`src/rtl/calc1_port_sequencer_pkg.sv`:
```
// Shared definitions for the calc1 port sequencer: command and response
// codes, FSM state encoding and the queued transaction record.
package calc1_port_sequencer_pkg;

    localparam logic [3:0] CMD_NOP = 4'd0;
    localparam logic [3:0] CMD_ADD = 4'd1;
    localparam logic [3:0] CMD_SUB = 4'd2;
    localparam logic [3:0] CMD_LSH = 4'd5;
    localparam logic [3:0] CMD_RSH = 4'd6;

    localparam logic [1:0] RSP_NONE = 2'd0;
    localparam logic [1:0] RSP_SUCC = 2'd1;
    localparam logic [1:0] RSP_INOF = 2'd2;
    localparam logic [1:0] RSP_IERR = 2'd3;

    typedef enum logic [1:0] {
        ST_IDLE  = 2'd0,
        ST_SEND1 = 2'd1,
        ST_SEND2 = 2'd2,
        ST_WAIT  = 2'd3
    } state_t;

    // One queued request: 68 bits {cmd, op1, op2}
    typedef struct packed {
        logic [3:0]  cmd;
        logic [31:0] op1;
        logic [31:0] op2;
    } txn_t;

endpackage

```
`src/rtl/calc1_seq_fifo.sv`:
```
// Transaction queue for the calc1 port sequencer: DEPTH entries of txn_t,
// first-word-fall-through read, synchronous active-high reset.
module calc1_seq_fifo
    import calc1_port_sequencer_pkg::*;
#(
    parameter int DEPTH = 4
) (
    input  logic c_clk,
    input  logic reset,
    input  logic push,
    input  txn_t wr_txn,
    input  logic pop,
    output txn_t rd_txn,
    output logic full,
    output logic empty
);

    localparam int AW = $clog2(DEPTH);
    localparam logic [AW:0] PTR_ONE = 1;

    txn_t        mem [DEPTH];
    logic [AW:0] wr_ptr;
    logic [AW:0] rd_ptr;

    // Extra wrap bit distinguishes full from empty when the indices match
    assign empty  = (wr_ptr == rd_ptr);
    assign full   = (wr_ptr[AW] != rd_ptr[AW]) && (wr_ptr[AW-1:0] == rd_ptr[AW-1:0]);
    assign rd_txn = mem[rd_ptr[AW-1:0]];

    // Pointer update; a reset flushes the queue without touching storage
    always_ff @(posedge c_clk) begin
        if (reset) begin
            wr_ptr <= '0;
            rd_ptr <= '0;
        end else begin
            if (push && !full) begin
                wr_ptr <= wr_ptr + PTR_ONE;
            end
            if (pop && !empty) begin
                rd_ptr <= rd_ptr + PTR_ONE;
            end
        end
    end

    // Storage write, no reset needed for the data array
    always_ff @(posedge c_clk) begin
        if (push && !full) begin
            mem[wr_ptr[AW-1:0]] <= wr_txn;
        end
    end

endmodule

```
`src/rtl/calc1_port_sequencer.sv`:
```
// Upstream stimulus stage for one calc1 request port: queues transactions,
// drives the two-cycle request (cmd+op1, then NOP+op2), holds one request
// outstanding until out_resp arrives and reports the captured result.
// Optional build macro CALC1_SEQ_TIMEOUT_EN adds a WAIT-state timeout.
//
// state | meaning
// IDLE  | no request outstanding; pops the queue head when available
// SEND1 | cmd and op1 on the request bus
// SEND2 | NOP and op2 on the request bus
// WAIT  | bus idle, waiting for a non-zero out_resp (or timeout)
module calc1_port_sequencer
    import calc1_port_sequencer_pkg::*;
#(
    parameter int DEPTH          = 4,
    parameter int TIMEOUT_CYCLES = 64
) (
    input  logic        c_clk,
    input  logic        reset,
    input  logic        txn_valid,
    output logic        txn_ready,
    input  logic [3:0]  txn_cmd,
    input  logic [31:0] txn_op1,
    input  logic [31:0] txn_op2,
    output logic [3:0]  req_cmd_out,
    output logic [31:0] req_data_out,
    input  logic [1:0]  out_resp,
    input  logic [31:0] out_data,
    output logic        rsp_valid,
    output logic [1:0]  rsp_code,
    output logic [31:0] rsp_data,
    output logic        rsp_timeout,
    output logic        spurious_resp,
    output logic        busy
);

    state_t      state;
    logic [31:0] cur_op2;
    txn_t        fifo_rd;
    logic        fifo_full;
    logic        fifo_empty;
    logic        resp_seen;

    assign txn_ready = !fifo_full;
    assign resp_seen = (out_resp != RSP_NONE);
    assign busy      = (state != ST_IDLE) || !fifo_empty;

    calc1_seq_fifo #(.DEPTH(DEPTH)) u_fifo (
        .c_clk  (c_clk),
        .reset  (reset),
        .push   (txn_valid && !fifo_full),
        .wr_txn ('{cmd: txn_cmd, op1: txn_op1, op2: txn_op2}),
        .pop    ((state == ST_IDLE) && !fifo_empty),
        .rd_txn (fifo_rd),
        .full   (fifo_full),
        .empty  (fifo_empty)
    );

`ifdef CALC1_SEQ_TIMEOUT_EN
    localparam int CNT_W = $clog2(TIMEOUT_CYCLES + 1);
    localparam logic [CNT_W-1:0] CNT_ONE  = 1;
    localparam logic [CNT_W-1:0] CNT_LAST = CNT_W'(TIMEOUT_CYCLES - 1);

    logic [CNT_W-1:0] wait_cnt;
    logic             timeout_q;

    assign rsp_timeout = timeout_q;
`else
    logic unused_timeout;

    assign unused_timeout = (TIMEOUT_CYCLES > 0);
    assign rsp_timeout    = 1'b0;
`endif

    // Request sequencing FSM with registered bus and response outputs
    always_ff @(posedge c_clk) begin
        if (reset) begin
            state         <= ST_IDLE;
            cur_op2       <= '0;
            req_cmd_out   <= '0;
            req_data_out  <= '0;
            rsp_valid     <= 1'b0;
            rsp_code      <= '0;
            rsp_data      <= '0;
            spurious_resp <= 1'b0;
`ifdef CALC1_SEQ_TIMEOUT_EN
            wait_cnt      <= '0;
            timeout_q     <= 1'b0;
`endif
        end else begin
            rsp_valid     <= 1'b0;
            spurious_resp <= 1'b0;
            case (state)
                ST_IDLE: begin
                    spurious_resp <= resp_seen;
                    if (!fifo_empty) begin
                        cur_op2      <= fifo_rd.op2;
                        req_cmd_out  <= fifo_rd.cmd;
                        req_data_out <= fifo_rd.op1;
                        state        <= ST_SEND1;
                    end
                end
                ST_SEND1: begin
                    spurious_resp <= resp_seen;
                    req_cmd_out   <= CMD_NOP;
                    req_data_out  <= cur_op2;
                    state         <= ST_SEND2;
                end
                ST_SEND2: begin
                    spurious_resp <= resp_seen;
                    req_cmd_out   <= CMD_NOP;
                    req_data_out  <= '0;
                    state         <= ST_WAIT;
`ifdef CALC1_SEQ_TIMEOUT_EN
                    wait_cnt      <= '0;
`endif
                end
                ST_WAIT: begin
                    // A response on the expiry cycle still counts as a normal result
                    if (resp_seen) begin
                        rsp_valid <= 1'b1;
                        rsp_code  <= out_resp;
                        rsp_data  <= out_data;
                        state     <= ST_IDLE;
`ifdef CALC1_SEQ_TIMEOUT_EN
                        timeout_q <= 1'b0;
                    end else if (wait_cnt == CNT_LAST) begin
                        rsp_valid <= 1'b1;
                        rsp_code  <= RSP_NONE;
                        rsp_data  <= '0;
                        timeout_q <= 1'b1;
                        state     <= ST_IDLE;
                    end else begin
                        wait_cnt  <= wait_cnt + CNT_ONE;
`endif
                    end
                end
                default: state <= ST_IDLE;
            endcase
        end
    end

endmodule
```
`config.mk`:
```
export PLATFORM = sky130hd
export DESIGN_NAME = calc1_port_sequencer
export DESIGN_NICKNAME = d
export VERILOG_FILES = /design/src/rtl/calc1_port_sequencer_pkg.sv /design/src/rtl/calc1_seq_fifo.sv /design/src/rtl/calc1_port_sequencer.sv
export SDC_FILE = /design/constraint.sdc
export NUM_CORES = 1
export LEC_CHECK = 0
export CAP_MARGIN = 30
export CELL_PAD_IN_SITES_DETAIL_PLACEMENT = 0
export CELL_PAD_IN_SITES_GLOBAL_PLACEMENT = 2
export CORE_MARGIN = 4
export CORE_UTILIZATION = 36
export DETAILED_ROUTE_END_ITERATION = 7
export PLACE_DENSITY = 0.74
export REMOVE_ABC_BUFFERS = 1
export SETUP_SLACK_MARGIN = 0.4
export SLEW_MARGIN = 20
export SYNTH_ARGS = -nofsm -noshare
export SYNTH_HDL_FRONTEND = slang
export SYNTH_HIERARCHICAL = 1
export SYNTH_SLANG_ARGS = --single-unit
```
`constraint.sdc`:
```
create_clock -name c_clk -period 5.2 [get_ports c_clk]
set_input_delay 0.52 -clock c_clk [delete_from_list [all_inputs] [get_ports c_clk]]
set_output_delay 0.52 -clock c_clk [all_outputs]
set_load 0.05 [all_outputs]
```
==> flow_summary_export.csv, run 1 <==
group,metric,value,unit
clock_tree,post_cts_buffers,0,
route,drtIter0Drc,594,
sta,setup_slack,1.36,ns
route,antenna_left,0,
floorplanning,initial_core_util,36.7,%
hold_path,min_path_type,"in -> reg",
placement,io_buffers,178,
clock_tree,clk_latency,0.56,ns
sta,worst_pin_slew,0.946,ns
placement,dp_cells,1595,
sta,finClkSkew,0.0182,ns
sta,rsz0062_at_grt,"no",
setup_path,end_kind,"output port",
yosys,synth_cell_type_count,42,
route,first_pass_iters,5,
yosys,ys_seq_area_share,71.1,%
global_routing,grt_pass1_wl,51700,um
cells_and_area,diodes,0,
yosys,synthCells,940,
clock_tree,cts_sinks,386,
yosys,synth_edf_count,272,
global_routing,first_global_vias,8688,
power_and_ir_drop,powerDensity,563,nW/um^2
sta,drv_slew,0,
setup_path,arrival,3.32,ns
cells_and_area,layout_common_cells,"edfxtp_1 (272), clkdlybuf4s50_1 (177), nand2_1 (137), dfxtp_1 (112), a21oi_1 (69)",
flow_run,maxCapViolCount,0,
sta,post-route-period-util,73.8,%
power_and_ir_drop,ir_drop,0.000234,V
sta,hold_viol_final,0,
placement,hpwl,19600,um
clock_tree,cts_buffer_depth,3,
clock_tree,htree_levels,2,
sta,maxSlewHeadroom,37.0,%
route,wl,33300,um
route,routedWlPerCell,19.9,um
yosys,ys_ff_latch,386,
status,status,"finished, final reports clean",
sta,setup_tns,0,ns
yosys,syn_area_per_cell,15.6,sq um
yosys,yosys_warnings,6,
cells_and_area,area_delta_synth_final,25.7,%
floorplanning,dieArea,44100,sq um
route,num_vias,8341,
setup_path,r2r_slack,1.76,ns
route,via_per_inst,4.98,
setup_path,path_max_fanout,8,
route,drc,0,
clock_tree,clk_pin_slew_worst_paths,0.06,ns
sta,whs,0.445,ns
cells_and_area,finish.utilization,46.1,%
placement,gp_congestion,0.775,
sta,period_needed,3.84,ns
sta,setup_violations,0,
setup_path,worstPathRequired,4.68,ns
floorplanning,fp.dieW,210,um
global_routing,grt-ovfl-total,0,
clock_tree,postCtsHoldBufs,0,
global_routing,antenna_found_initial,1,
yosys,synth_ff_type,"edfxtp_1",
cells_and_area,drive_above_1_share,16.2,%
cells_and_area,fill_cells,3531,
setup_path,crit_type,"reg -> out",
placement,dp_slack,1.69,ns
sta,fmax,260,MHz
yosys,synthArstFlopShare,0,%
clock_tree,cts.repair.resized,0,
clock_tree,numCtsBuffers,42,
clock_tree,cts_root_buffer,"clkbuf_16",
setup_path,worstSetupStartpointType,"register",
global_routing,grt_max_degree,80,
cells_and_area,finalNetCount,1233,
cells_and_area,final_common_cell,"edfxtp_1",
cells_and_area,layout.cells.non_filler,1674,
global_routing,grt_util_all_layers,15.0,%
yosys,syn_area,14700,sq um
floorplanning,num_rows,73,
clock_tree,cts_tree,"done",
floorplanning,coreArea,40100,sq um
power_and_ir_drop,p_leak,5.93,nW
floorplanning,die_h,210,um
floorplanning,io_pins,180,
## cell usage after synthesis, types with 2 or more instances
master / count / area share (%)
inv_1: 12 / 0.31
clkbuf_1: 22 / 0.56
a2bb2oi_1: 4 / 0.24
nand3_1: 35 / 1.2
buf_1: 2 / 0.051
nor2_1: 36 / 0.92
a41oi_1: 2 / 0.12
ha_1: 11 / 0.94
xor2_1: 3 / 0.18
a31oi_1: 4 / 0.17
a311oi_2: 19 / 1.9
o21ai_0: 5 / 0.17
buf_4: 4 / 0.20
edfxtp_1: 272 / 56
nand4_1: 2 / 0.085
buf_2: 27 / 0.92
nor3_1: 2 / 0.068
and2_1: 4 / 0.17
buf_6: 7 / 0.54
o21a_1: 2 / 0.10
o32ai_1: 4 / 0.24
o211ai_1: 5 / 0.26
nand2b_1: 33 / 1.4
a311oi_1: 13 / 0.77
a211o_1: 2 / 0.12
a21oi_1: 69 / 2.3
mux4_2: 68 / 10
nor3b_1: 5 / 0.26
nand2_1: 137 / 3.5
xnor2_1: 3 / 0.18
nand3b_1: 2 / 0.10
dfxtp_1: 114 / 16
## final cells by class
class	instances	area, sq um	area share (%)
sequential	386	10500	56.6
multi-input combinational	479	3900	21.1
timing repair buffer	195	1980	10.7
clock buffer	50	1100	5.96
tap	525	657	3.55
clock inverter	26	335	1.81
inverter	13	48.8	0.264
## metal layers
layer | global-route usage (%) | vias to the layer above | wire length, um
met2 | 24.9 | 234 | 16100
met5 | 0 | - | 13
met3 | 3.42 | 45 | 2030
met4 | 4.30 | 2 | 610
met1 | 20.0 | 4149 | 14500
li1 | - | 3911 | -
## power by group
group,total (W),switching [W],internal [W]
combinational,0.00316,0.00198,0.00118
clock,0.00307,0.00120,0.00187
sequential,0.00417,0.000260,0.00391
total,0.0104,0.00344,0.00696
## final timing paths
| kind | cells after the start | endpoint | startpoint |
|---|---|---|---|
| setup reg to reg | 8 | u_fifo/mem[2][6] | u_fifo/wr_ptr[0] |
| hold reg to reg | 2 | rsp_data[1] | rsp_data[1] |
| setup / recovery | 6 | busy | u_fifo/wr_ptr[0] |
| hold / removal | 2 | rsp_data[29] | reset |
## cells by family after synthesis
logic type	share of synthesized area (%)
AOI/OAI and AO/OA	6.65
xor gates and xnor gates	0.357
adders and majority gates	0.936
buffers and inverters	2.60
DFF	71.1
muxes	10.4
other	0.0255
and+or+nand+nor	7.96
## state kept, by name, summed over array words and instances, names as in the netlist, named ones only
register / flops
spurious_resp: 1
u_fifo/rd_ptr: 3
u_fifo/wr_ptr: 3
req_data_out: 32
u_fifo/mem: 272
req_cmd_out: 4
rsp_code: 2
rsp_valid: 1
state: 2
cur_op2: 32
rsp_data: 32
## metrics by stage
stage               power, W  cell area, sq um
floorplan            0.00631             14400
global placement     0.00739             16900
detailed placement   0.00744             17000
CTS                   0.0106             18400
global route          0.0110             18500
finish                0.0104             18500
## worst max-delay path, stage by stage (launching register included)
cell and delay (ns):
dfxtp_1 0.39, xnor2_1 0.63, nand2_1 0.31, nor2_1 0.31, and2_1 0.25, inv_1 0.15
clkdlybuf4s50_1 0.74
No activity file was read; power rests on OpenSTA's default activity.
==> run 2, diff against run 1 <==
--- a/config.mk
+++ b/config.mk
@@ -9,9 +9,9 @@
 export CELL_PAD_IN_SITES_DETAIL_PLACEMENT = 0
 export CELL_PAD_IN_SITES_GLOBAL_PLACEMENT = 2
 export CORE_MARGIN = 4
-export CORE_UTILIZATION = 36
+export CORE_UTILIZATION = 40
 export DETAILED_ROUTE_END_ITERATION = 7
-export PLACE_DENSITY = 0.74
+export PLACE_DENSITY = 0.78
 export REMOVE_ABC_BUFFERS = 1
 export SETUP_SLACK_MARGIN = 0.4
 export SLEW_MARGIN = 20
==> constraint.sdc (replaced) <==
create_clock -name c_clk -period 3.75 [get_ports c_clk]
set_input_delay 0.375 -clock c_clk [delete_from_list [all_inputs] [get_ports c_clk]]
set_output_delay 0.375 -clock c_clk [all_outputs]
set_load 0.05 [all_outputs]
==> run 2 against run 1 <==
  * Hold slack worse by 0.079 ns
  * Clock power is 32% higher
  * Routed wire length is 1.9% lower
  * Clock skew is 0.0097 ns lower
  * Via count is 1.4% higher
  * Global-route usage is 1.3 points higher
  * Cell count is 3.3% lower
  * Register-to-register slack worse by 0.96 ns
  * Setup slack worse by 0.66 ns
  * Design area is 0.16% lower
  * First-iteration DRC count is 44% lower
==> flow_summary_export.csv, run 2 (synthesis results as in run 1) <==
group,metric,value,unit
route,drtIter0Drc,334,
route,routedWlPerCell,20.2,um
sta,setup_violations,0,
placement,gp_congestion,0.755,
placement,dp_slack,0.733,ns
global_routing,busiest_layer,"met2",
setup_path,r2r_slack,0.80,ns
setup_path,end_kind,"output port",
floorplanning,die_h,200,um
placement,dp_cells,1542,
sta,finClkSkew,0.00853,ns
placement,hpwl,20100,um
floorplanning,initial_core_util,40.9,%
hold_path,holdPathStages,2,
floorplanning,io_pins,180,
sta,setup_slack,0.699,ns
floorplanning,coreArea,35900,sq um
global_routing,grt_use_met2,26.7,%
cells_and_area,final_common_cell,"edfxtp_1",
global_routing,antenna_found_initial,4,
route,antenna_left,0,
power_and_ir_drop,ir_drop,0.000519,V
route,drc,0,
setup_path,arrival,2.68,ns
sta,rsz0062_at_grt,"no",
clock_tree,post_cts_buffers,0,
placement,io_buffers,178,
route,first_pass_iters,5,
sta,hold_viol_final,0,
cells_and_area,layout.cells.non_filler,1618,
clock_tree,cts_buffer_depth,3,
flow_run,maxCapViolCount,0,
sta,maxSlewHeadroom,36.9,%
hold_path,min_path_type,"in -> reg",
cells_and_area,area_delta_synth_final,25.5,%
clock_tree,cts_sinks,386,
sta,worst_pin_slew,0.946,ns
cells_and_area,finalNetCount,1241,
clock_tree,htree_levels,2,
global_routing,grt_util_all_layers,16.3,%
sta,drv_slew,0,
floorplanning,num_rows,69,
global_routing,met3_usage,3.89,%
setup_path,crit_type,"reg -> out",
clock_tree,clk_latency,0.53,ns
setup_path,worstPathCellList,"xnor2_2 -> nand2_1 -> nor2_1 -> and2_1 -> inv_1 -> dlygate4sd2_1",
sta,post-route-period-util,81.4,%
sta,period_needed,3.05,ns
route,via_per_inst,5.23,
global_routing,met1_usage,22.6,%
clock_tree,numCtsBuffers,41,
setup_path,worstSetupStartpointType,"register",
power_and_ir_drop,p_leak,5.96,nW
setup_path,worst_path_max_delay_cell,"dlygate4sd2_1",
clock_tree,clk_pin_slew_worst_paths,0.06,ns
route,num_vias,8456,
cells_and_area,layout_common_cells,"edfxtp_1 (272), clkdlybuf4s50_1 (176), nand2_1 (137), dfxtp_1 (112), a21oi_1 (69)",
setup_path,worstPathRequired,3.38,ns
sta,fmax,328,MHz
cells_and_area,largest_reg_flops,272,
setup_path,ff2ff_path_depth,8,
setup_path,path_max_fanout,9,
sta,whs,0.366,ns
clock_tree,postCtsHoldBufs,0,
status,status,"finished, final reports clean",
global_routing,grt-ovfl-total,0,
cells_and_area,drive_above_1_share,16.3,%
clock_tree,cts.repair.resized,2,
floorplanning,dieArea,39900,sq um
power_and_ir_drop,totalPowerFinal,0.0143,W
global_routing,grt_pass1_wl,50400,um
route,wl,32700,um
setup_path,critPathMaxStageDelay,0.47,ns
cells_and_area,diodes,0,
floorplanning,fp.dieW,200,um
clock_tree,cts_root_buffer,"clkbuf_16",
global_routing,first_global_vias,8511,
clock_tree,cts_tree,"done",
power_and_ir_drop,powerDensity,777,nW/um^2
global_routing,grt_max_degree,50,
[run 2: cell types whose count changed in the layout (fill, tap and decap cells not counted), moves of 3 or more]
cell | previous run | this run
buf_12 | 4 | 7
buf_4 | 13 | 19
bufinv_16 | 7 | 4
clkbuf_1 | 6 | 12
clkbuf_8 | 2 | 6
clkinv_2 | 11 | 7
clkinvlp_4 | 3 | 0
[run 2: routing by layer]
| layer | routed length [um] | share of wire, % |
|---|---|---|
| met1 | 14200 | 43 |
| met4 | 486 | 1.5 |
| met3 | 2390 | 7.3 |
| met2 | 15600 | 48 |
| met5 | 55 | 0.17 |
[run 2: area by class of cell]
class                      count  area (sq um)
clock buffer                  60          1180
clock inverter                15           199
fill                        3053         17500
inverter                      13          48.8
multi-input combinational    479          3910
sequential                   386         10500
tap                          461           577
timing repair buffer         204          2080
[run 2: metrics by stage]
| stage | utilization, % | TNS, ns | area [sq um] |
|---|---|---|---|
| 4_1_cts | 51.3 | 0 | 18400 |
| 3_3_place_gp | 47.3 | 0 | 17000 |
| 3_5_place_dp | 47.5 | 0 | 17000 |
| 5_1_grt | 51.4 | 0 | 18500 |
| 6_report | 51.4 | 0 | 18500 |
| 2_1_floorplan | - | -107.84 | 14400 |
[run 2: worst paths after layout]
check                   startpoint                end
hold / removal               reset        rsp_data[9]
setup / recovery  u_fifo/wr_ptr[1]               busy
hold reg to reg       rsp_data[20]       rsp_data[20]
setup reg to reg  u_fifo/wr_ptr[1]  u_fifo/mem[1][54]
[run 2: worst max-delay path, delay by kind of cell (launching register included)]
kind / cells / cell delay, ns
buf+inv: 2 / 0.60
xor+xnor: 1 / 0.41
simple gates: 3 / 0.71
flops: 1 / 0.42
[run 2: power breakdown]
group	total (W)	leakage [nW]	internal, W	switching [W]
registers	0.00580	3.43	0.00542	0.000375
clock network	0.00405	0.679	0.00247	0.00158
logic	0.00450	1.85	0.00173	0.00277
total	0.0143	5.96	0.00961	0.00473
